--- src/rtl/sound_mixer_seq_pkg.sv ---
// sound_mixer_seq_pkg
//   Shared definitions for the time-multiplexed stereo sound mixer:
//   FSM state encoding, default filter parameters and a clog2 helper
//   that never returns less than 1 (so counters are at least one bit).
package sound_mixer_seq_pkg;

  localparam int DEF_FRAC_W    = 8;
  localparam int DEF_HPF_SHIFT = 4;

  typedef enum logic [2:0] {
    S_IDLE  = 3'd0,
    S_ACCUM = 3'd1,
    S_SCALE = 3'd2,
    S_HPF   = 3'd3,
    S_OUT   = 3'd4
  } state_e;

  function automatic int clog2_min1(input int n);
    int r;
    r = 0;
    while ((1 << r) < n) r++;
    return (r < 1) ? 1 : r;
  endfunction

endpackage

--- src/rtl/sound_hpf.sv ---
// sound_hpf
//   One channel of the DC-blocking high-pass filter that models the
//   output coupling capacitor, followed by saturation to MIX_W.
//   Ports:
//     clk, rst : clock, synchronous active-high reset (clears capacitor)
//     step     : update the capacitor state this cycle
//     en       : filter enabled; when low y = x and the capacitor clears
//     clr      : force the capacitor to 0 on this step
//     x        : signed input sample (MIX_W)
//     y        : signed, saturated output sample (MIX_W), combinational
module sound_hpf #(
  parameter int MIX_W     = 11,
  parameter int FRAC_W    = 8,
  parameter int HPF_SHIFT = 4
) (
  input  logic                    clk,
  input  logic                    rst,
  input  logic                    step,
  input  logic                    en,
  input  logic                    clr,
  input  logic signed [MIX_W-1:0] x,
  output logic signed [MIX_W-1:0] y
);

  localparam int CAP_W = MIX_W + FRAC_W + 1;
  // One spare bit so differences and sums never overflow before clamping.
  localparam int WIDE  = CAP_W + 1;

  localparam logic signed [WIDE-1:0] SAT_MAX = {{(WIDE-MIX_W+1){1'b0}}, {(MIX_W-1){1'b1}}};
  localparam logic signed [WIDE-1:0] SAT_MIN = {{(WIDE-MIX_W+1){1'b1}}, {(MIX_W-1){1'b0}}};

  logic signed [CAP_W-1:0] cap_q, cap_d;
  logic signed [WIDE-1:0]  x_w, cap_w, x_sh, diff, cap_sum, y_w;

  always_comb begin
    x_w     = {{(WIDE-MIX_W){x[MIX_W-1]}}, x};
    cap_w   = {cap_q[CAP_W-1], cap_q};
    x_sh    = x_w <<< FRAC_W;
    diff    = x_sh - cap_w;
    cap_sum = cap_w + (diff >>> HPF_SHIFT);

    if (en) y_w = x_w - (cap_w >>> FRAC_W);
    else    y_w = x_w;

    if (clr || !en) cap_d = '0;
    else            cap_d = cap_sum[CAP_W-1:0];

    if (y_w > SAT_MAX)      y = SAT_MAX[MIX_W-1:0];
    else if (y_w < SAT_MIN) y = SAT_MIN[MIX_W-1:0];
    else                    y = y_w[MIX_W-1:0];
  end

  always_ff @(posedge clk) begin
    if (rst)       cap_q <= '0;
    else if (step) cap_q <= cap_d;
  end

endmodule

--- src/rtl/sound_mixer_seq.sv ---
// sound_mixer_seq
//   Time-multiplexed stereo mixer. A sample_tick snapshots all channel
//   levels and routing controls, then channels are converted through a
//   bipolar DAC model and summed one per cycle, scaled by master volume,
//   passed through the capacitor high-pass model and presented as signed
//   stereo samples with a one-cycle valid pulse.
//   Ports:
//     clk, rst                : clock, synchronous active-high reset
//     sample_tick             : strobe that starts a mix (dropped while busy)
//     sound_enable, hpf_en    : master enable, high-pass enable
//     ch_level                : packed channel levels, LEVEL_W each
//     ch_dac_en               : per-channel DAC power
//     pan_left, pan_right     : per-channel routing
//     vol_left, vol_right     : master volume per side (gain = vol+1)
//     left, right             : signed output samples, held between valids
//     valid                   : one-cycle pulse when left/right update
//     busy                    : mix in progress
//     overrun                 : tick dropped this cycle
//     dbg_state               : current FSM state
//   Handshake: there is no back-pressure. A tick is accepted only in IDLE;
//   a tick in any other state is discarded and flagged on overrun in that
//   same cycle. valid is asserted for exactly one cycle, during which
//   left/right already hold the new sample.
module sound_mixer_seq
  import sound_mixer_seq_pkg::*;
#(
  parameter int NUM_CH    = 4,
  parameter int LEVEL_W   = 4,
  parameter int VOL_W     = 3,
  parameter int OUT_W     = 16,
  parameter int HPF_SHIFT = DEF_HPF_SHIFT,
  parameter int FRAC_W    = DEF_FRAC_W
) (
  input  logic                        clk,
  input  logic                        rst,
  input  logic                        sample_tick,
  input  logic                        sound_enable,
  input  logic                        hpf_en,
  input  logic [NUM_CH*LEVEL_W-1:0]   ch_level,
  input  logic [NUM_CH-1:0]           ch_dac_en,
  input  logic [NUM_CH-1:0]           pan_left,
  input  logic [NUM_CH-1:0]           pan_right,
  input  logic [VOL_W-1:0]            vol_left,
  input  logic [VOL_W-1:0]            vol_right,
  output logic signed [OUT_W-1:0]     left,
  output logic signed [OUT_W-1:0]     right,
  output logic                        valid,
  output logic                        busy,
  output logic                        overrun,
  output state_e                      dbg_state
);

  localparam int CW    = clog2_min1(NUM_CH);
  localparam int MIX_W = LEVEL_W + 2 + CW + VOL_W;
  localparam int ACC_W = LEVEL_W + 1 + CW;
  localparam int SH    = OUT_W - MIX_W;
  localparam int FULL  = (1 << LEVEL_W) - 1;
  localparam logic [CW-1:0] LAST_IDX = CW'(NUM_CH - 1);

  state_e                     state_q, state_d;
  logic [CW-1:0]              idx_q, idx_d;
  logic signed [ACC_W-1:0]    acc_l_q, acc_l_d, acc_r_q, acc_r_d;
  logic signed [MIX_W-1:0]    x_l_q, x_l_d, x_r_q, x_r_d;
  logic signed [OUT_W-1:0]    left_q, left_d, right_q, right_d;

  // Snapshot of everything that shapes one sample.
  logic [NUM_CH*LEVEL_W-1:0]  lvl_q, lvl_d;
  logic [NUM_CH-1:0]          dac_q, dac_d, pl_q, pl_d, pr_q, pr_d;
  logic [VOL_W-1:0]           vl_q, vl_d, vr_q, vr_d;
  logic                       snd_q, snd_d, hpf_q, hpf_d;

  logic [LEVEL_W-1:0]         lvl_cur;
  logic signed [ACC_W-1:0]    d_cur;
  logic signed [MIX_W-1:0]    acc_l_ext, acc_r_ext, gain_l, gain_r;
  logic signed [MIX_W-1:0]    y_l, y_r;
  logic signed [OUT_W-1:0]    y_l_ext, y_r_ext;
  logic                       hpf_step;

  // Bipolar DAC: level L maps to 2L - (2^LEVEL_W - 1); unpowered DAC gives 0.
  always_comb begin
    lvl_cur = lvl_q[int'(idx_q)*LEVEL_W +: LEVEL_W];
    if (dac_q[idx_q]) d_cur = $signed(ACC_W'({lvl_cur, 1'b0})) - $signed(ACC_W'(FULL));
    else              d_cur = '0;
  end

  always_comb begin
    acc_l_ext = {{(MIX_W-ACC_W){acc_l_q[ACC_W-1]}}, acc_l_q};
    acc_r_ext = {{(MIX_W-ACC_W){acc_r_q[ACC_W-1]}}, acc_r_q};
    gain_l    = MIX_W'(vl_q) + MIX_W'(1);
    gain_r    = MIX_W'(vr_q) + MIX_W'(1);
    y_l_ext   = OUT_W'(y_l);
    y_r_ext   = OUT_W'(y_r);
  end

  always_comb begin
    state_d = state_q;
    idx_d   = idx_q;
    acc_l_d = acc_l_q;
    acc_r_d = acc_r_q;
    x_l_d   = x_l_q;
    x_r_d   = x_r_q;
    left_d  = left_q;
    right_d = right_q;
    lvl_d   = lvl_q;
    dac_d   = dac_q;
    pl_d    = pl_q;
    pr_d    = pr_q;
    vl_d    = vl_q;
    vr_d    = vr_q;
    snd_d   = snd_q;
    hpf_d   = hpf_q;

    case (state_q)
      S_IDLE: begin
        if (sample_tick) begin
          lvl_d   = ch_level;
          dac_d   = ch_dac_en;
          pl_d    = pan_left;
          pr_d    = pan_right;
          vl_d    = vol_left;
          vr_d    = vol_right;
          snd_d   = sound_enable;
          hpf_d   = hpf_en;
          acc_l_d = '0;
          acc_r_d = '0;
          idx_d   = '0;
          state_d = S_ACCUM;
        end
      end
      S_ACCUM: begin
        if (pl_q[idx_q]) acc_l_d = acc_l_q + d_cur;
        if (pr_q[idx_q]) acc_r_d = acc_r_q + d_cur;
        idx_d = idx_q + CW'(1);
        if (idx_q == LAST_IDX) state_d = S_SCALE;
      end
      S_SCALE: begin
        x_l_d   = acc_l_ext * gain_l;
        x_r_d   = acc_r_ext * gain_r;
        state_d = S_HPF;
      end
      S_HPF: begin
        // Saturated filter output, left-aligned into the output word.
        left_d  = snd_q ? (y_l_ext <<< SH) : '0;
        right_d = snd_q ? (y_r_ext <<< SH) : '0;
        state_d = S_OUT;
      end
      S_OUT: begin
        state_d = S_IDLE;
      end
      default: begin
        state_d = S_IDLE;
      end
    endcase
  end

  always_ff @(posedge clk) begin
    if (rst) begin
      state_q <= S_IDLE;
      idx_q   <= '0;
      acc_l_q <= '0;
      acc_r_q <= '0;
      x_l_q   <= '0;
      x_r_q   <= '0;
      left_q  <= '0;
      right_q <= '0;
      lvl_q   <= '0;
      dac_q   <= '0;
      pl_q    <= '0;
      pr_q    <= '0;
      vl_q    <= '0;
      vr_q    <= '0;
      snd_q   <= 1'b0;
      hpf_q   <= 1'b0;
    end else begin
      state_q <= state_d;
      idx_q   <= idx_d;
      acc_l_q <= acc_l_d;
      acc_r_q <= acc_r_d;
      x_l_q   <= x_l_d;
      x_r_q   <= x_r_d;
      left_q  <= left_d;
      right_q <= right_d;
      lvl_q   <= lvl_d;
      dac_q   <= dac_d;
      pl_q    <= pl_d;
      pr_q    <= pr_d;
      vl_q    <= vl_d;
      vr_q    <= vr_d;
      snd_q   <= snd_d;
      hpf_q   <= hpf_d;
    end
  end

  // Capacitors advance once per sample; a muted sample discharges them.
  assign hpf_step = (state_q == S_HPF);

  sound_hpf #(.MIX_W(MIX_W), .FRAC_W(FRAC_W), .HPF_SHIFT(HPF_SHIFT)) u_hpf_l (
    .clk (clk),
    .rst (rst),
    .step(hpf_step),
    .en  (hpf_q),
    .clr (!snd_q),
    .x   (x_l_q),
    .y   (y_l)
  );

  sound_hpf #(.MIX_W(MIX_W), .FRAC_W(FRAC_W), .HPF_SHIFT(HPF_SHIFT)) u_hpf_r (
    .clk (clk),
    .rst (rst),
    .step(hpf_step),
    .en  (hpf_q),
    .clr (!snd_q),
    .x   (x_r_q),
    .y   (y_r)
  );

  assign left      = left_q;
  assign right     = right_q;
  assign valid     = (state_q == S_OUT);
  assign busy      = (state_q == S_ACCUM) || (state_q == S_SCALE) || (state_q == S_HPF);
  assign overrun   = sample_tick && !rst && (state_q != S_IDLE);
  assign dbg_state = state_q;

endmodule

--- config.mk ---
export PLATFORM = sky130hd
export DESIGN_NAME = sound_mixer_seq
export DESIGN_NICKNAME = d
export VERILOG_FILES = /design/src/rtl/sound_mixer_seq_pkg.sv /design/src/rtl/sound_hpf.sv /design/src/rtl/sound_mixer_seq.sv
export SDC_FILE = /design/constraint.sdc
export NUM_CORES = 1
export LEC_CHECK = 0
export BUFFER_PORTS_ARGS = -buffer_cell sky130_fd_sc_hd__buf_2
export CORE_MARGIN = 1.5
export CORE_UTILIZATION = 45
export CTS_CLUSTER_DIAMETER = 150
export DETAILED_ROUTE_END_ITERATION = 7
export PLACE_DENSITY = 0.62
export SYNTH_ARGS = -nofsm -noshare
export SYNTH_HDL_FRONTEND = slang
export SYNTH_SLANG_ARGS = --single-unit
--- constraint.sdc ---
create_clock -name clk -period 7.2 [get_ports clk]
set_clock_uncertainty 0.1 [all_clocks]
set_input_delay 0.36 -clock clk [delete_from_list [all_inputs] [get_ports clk]]
set_output_delay 0.36 -clock clk [all_outputs]
set_load 0.01 [all_outputs]
==> flow_summary.json <==
{
  "status": "complete, no violations",
  "finalCritPeriodShare_pct": 60.2,
  "maxSlewHeadroom_pct": 32.0,
  "row_count": 58,
  "coreArea_um2": 25400,
  "synth_async_sr_flop_share_pct": 0,
  "rrSetupSlack_ns": 2.87,
  "synth_cell_type_count": 79,
  "synth_top_cell_area_share_pct": 23.7,
  "p_per_area_nw_per_um2": 143,
  "synth-main-ff-cell": "dfxtp_1",
  "dieArea_um2": 27000,
  "hold_slack_ns": 0.0561,
  "hpwl_um": 21300,
  "drive_gt1_share_pct": 8.78,
  "grt_pass1_wl_um": 47100,
  "r2r-start": "vr_q[0]$_SDFFE_PP0P_",
  "die_x_um": 164,
  "drv_cap": 0,
  "crit_family": "adder cells",
  "setup-tns-final_ns": 0,
  "antenna_found_initial": 0,
  "clock.fmax_ghz": 0.231,
  "layout_commonest_cell": "nand2_1",
  "cts_setup_buffers": 0,
  "ys_seq_area_share_pct": 23.7,
  "grt_max_degree": 78,
  "viasPerCell": 5.50,
  "fin_ws_ns": 2.87,
  "cp_max_fo": 10,
  "setup_viol": 0,
  "initial_utilization_pct": 46.1,
  "synth_edf_count": 0,
  "io_pins": 77,
  "worst_pin_slew_ns": 1.02,
  "r2r-end": "x_r_q[10]$_SDFFE_PP0P_",
  "fin_crit_ns": 4.33,
  "io_buffers": 66,
  "synthCells": 1488,
  "path_cells": "ha_1, xor2_1, and2_1, ha_1, inv_1, fa_1, fa_1, inv_1, ha_1, a21o_1, a21oi_1, o21bai_1, a21oi_1, o21ai_0, xnor2_1, nand2_1, a21oi_1",
  "place_ws_ns": 2.84,
  "synth.area.top_cells": "dfxtp_1, ha_1, nand2_1",
  "track_usage_pct": 21.4,
  "crit_type": "reg -> reg",
  "fillers": 2567,
  "cp-end-kind": "flop",
  "htree_levels": 4,
  "area_growth_pct": 9.51,
  "fp.dieH_um": 164,
  "cts_resized": 0,
  "hold_path_class": "in -> reg",
  "hold_viol_final": 0,
  "place_congestion": 0.914,
  "detail-route-antenna-nets": 0,
  "grt_overflow": 0,
  "yosysWarningCount": 0,
  "wl_per_cell_um": 15.1,
  "peakVddDrop_uv": 138,
  "slowest_stage": "fa_1",
  "fin_util_pct": 50.5,
  "cts_sinks": 139,
  "crit_buf_inv": 2,
  "path_clk_slew_ns": 0.07,
  "synth_top_area_cell": "dfxtp_1",
  "cp-startpoint": "vr_q[0]$_SDFFE_PP0P_",
  "clk_latency_ns": 0.43,
  "reg2reg_depth": 17,
  "firstDrtPassIters": 5,
  "rsz0062_at_grt": "false",
  "syn_area_um2": 11700,
  "p_leak_uw": 0.00574,
  "drtIter0Drc": 556,
  "hold_buffers": 0,
  "cts_root_buf": "clkbuf_16",
  "avgSynthCellArea_um2": 7.88,
  "wl_um": 28100,
  "fin_nets": 1706,
  "ys_ff_latch": 139,
  "mostFrequentLayoutCells": "nand2_1, a21oi_1, dfxtp_1",
  "required_ns": 7.46,
  "slew_viol_final": 0,
  "vias": 10218,
  "cpPeakStageDelay_ns": 0.54,
  "cp.arrival_ns": 4.59,
  "worst-path-stages": 17,
  "critPathCapture": "x_r_q[10]$_SDFFE_PP0P_",
  "start_kind": "flop",
  "cts_buffers": 17,
  "cts_tree": "done",
  "grt_pass1_vias": 9501,
  "drc_errors": 0,
  "diodes": 0,
  "cts_buffer_depth": 2
}
cell families after synthesis:
group / Yosys count / share of synthesized area [%]
xor gates and xnor gates: 94 / 7.03
DFF: 139 / 23.7
and+or+nand+nor: 487 / 19.7
adders and majority gates: 153 / 18.5
AOI/OAI and AO/OA: 386 / 21.4
other: 1 / 0.0320
muxes: 21 / 2.54
buffers and inverters: 207 / 7.05
worst min-delay path, stage by stage:
cell     delay [ns]
buf_2          0.09
nand2_1        0.04
a21oi_1        0.05
state kept, by name (all words and copies together) (netlist names), 7 cells and up:
| register | flops |
|---|---|
| right | 11 |
| u_hpf_r.cap_q | 20 |
| lvl_q | 16 |
| x_l_q | 11 |
| acc_l_q | 7 |
| x_r_q | 11 |
| acc_r_q | 7 |
| u_hpf_l.cap_q | 20 |
| left | 11 |
routing by layer:
| metal | up-vias | GRT usage (%) | part of all wire [%] |
|---|---|---|---|
| li1 | 5209 | - | - |
| met2 | 204 | 35.2 | 46 |
| met1 | 4783 | 30.0 | 49 |
| met5 | - | 0 | 0 |
| met3 | 22 | 2.66 | 3.4 |
| met4 | 0 | 4.55 | 0.93 |
worst min-delay path by stage:
stage                      startpoint                endpoint  slack (ns)  cells past startpoint
2_1_floorplan   dac_q[2]$_SDFFE_PP0P_   dac_q[2]$_SDFFE_PP0P_        0.33                      2
3_3_place_gp   right[14]$_SDFFE_PP0P_  right[14]$_SDFFE_PP0P_        0.34                      2
3_5_place_dp   right[14]$_SDFFE_PP0P_  right[14]$_SDFFE_PP0P_        0.34                      2
4_1_cts                  vol_right[0]    vr_q[0]$_SDFFE_PP0P_        0.04                      3
5_1_grt                  ch_level[11]  lvl_q[11]$_SDFFE_PP0P_        0.06                      3
6_report                 vol_right[0]    vr_q[0]$_SDFFE_PP0P_        0.06                      3
cell usage after synthesis, types with 6 or more instances:
cell and count:
nand2_1 200, a21oi_1 139, dfxtp_1 139, inv_1 126
ha_1 119, nor2_1 106, xnor2_1 65, clkbuf_1 57
and2_1 42, a21o_1 37, fa_1 34, o21ai_0 31
xor2_1 29, nand3_1 23, o211ai_1 20, a31oi_1 19
nor3_1 19, a211oi_1 16, nand2b_1 15, nor2b_1 15
o21a_1 15, a22oi_1 14, mux2i_1 14, o21bai_1 13
and3_1 11, o21ai_1 11, buf_4 10, o311ai_1 9
or3_1 9, buf_1 7, mux4_2 7, nand3b_1 7
nor4_1 7, o31a_1 7, o32ai_1 7, nand4_1 6
or4_1 6
power breakdown:
part / switching, uW / total (uW) / internal, uW
combinational: 81.1 / 134 / 52.4
clock: 377 / 905 / 528
sequential: 14.7 / 800 / 785
total: 473 / 1840 / 1370
cell type report:
class,instances,area [um^2],share of cell area (%)
Clock inverter,13,156,1.22
Clock buffer,19,443,3.45
Inverter,129,484,3.77
Multi-Input combinational cell,1151,8150,63.5
Timing Repair Buffer,76,408,3.18
Sequential cell,139,2780,21.7
Tap cell,330,413,3.22
through the flow:
stage / area, um^2 / instances / power (uW)
global placement: 12200 / 1825 / 949
finish: 12800 / 1857 / 1840
detailed placement: 12200 / 1825 / 951
CTS: 12800 / 1857 / 1860
global route: 12800 / 1857 / 1910
floorplan: 11800 / 1497 / 914
No activity file was read; power rests on OpenSTA's default activity.
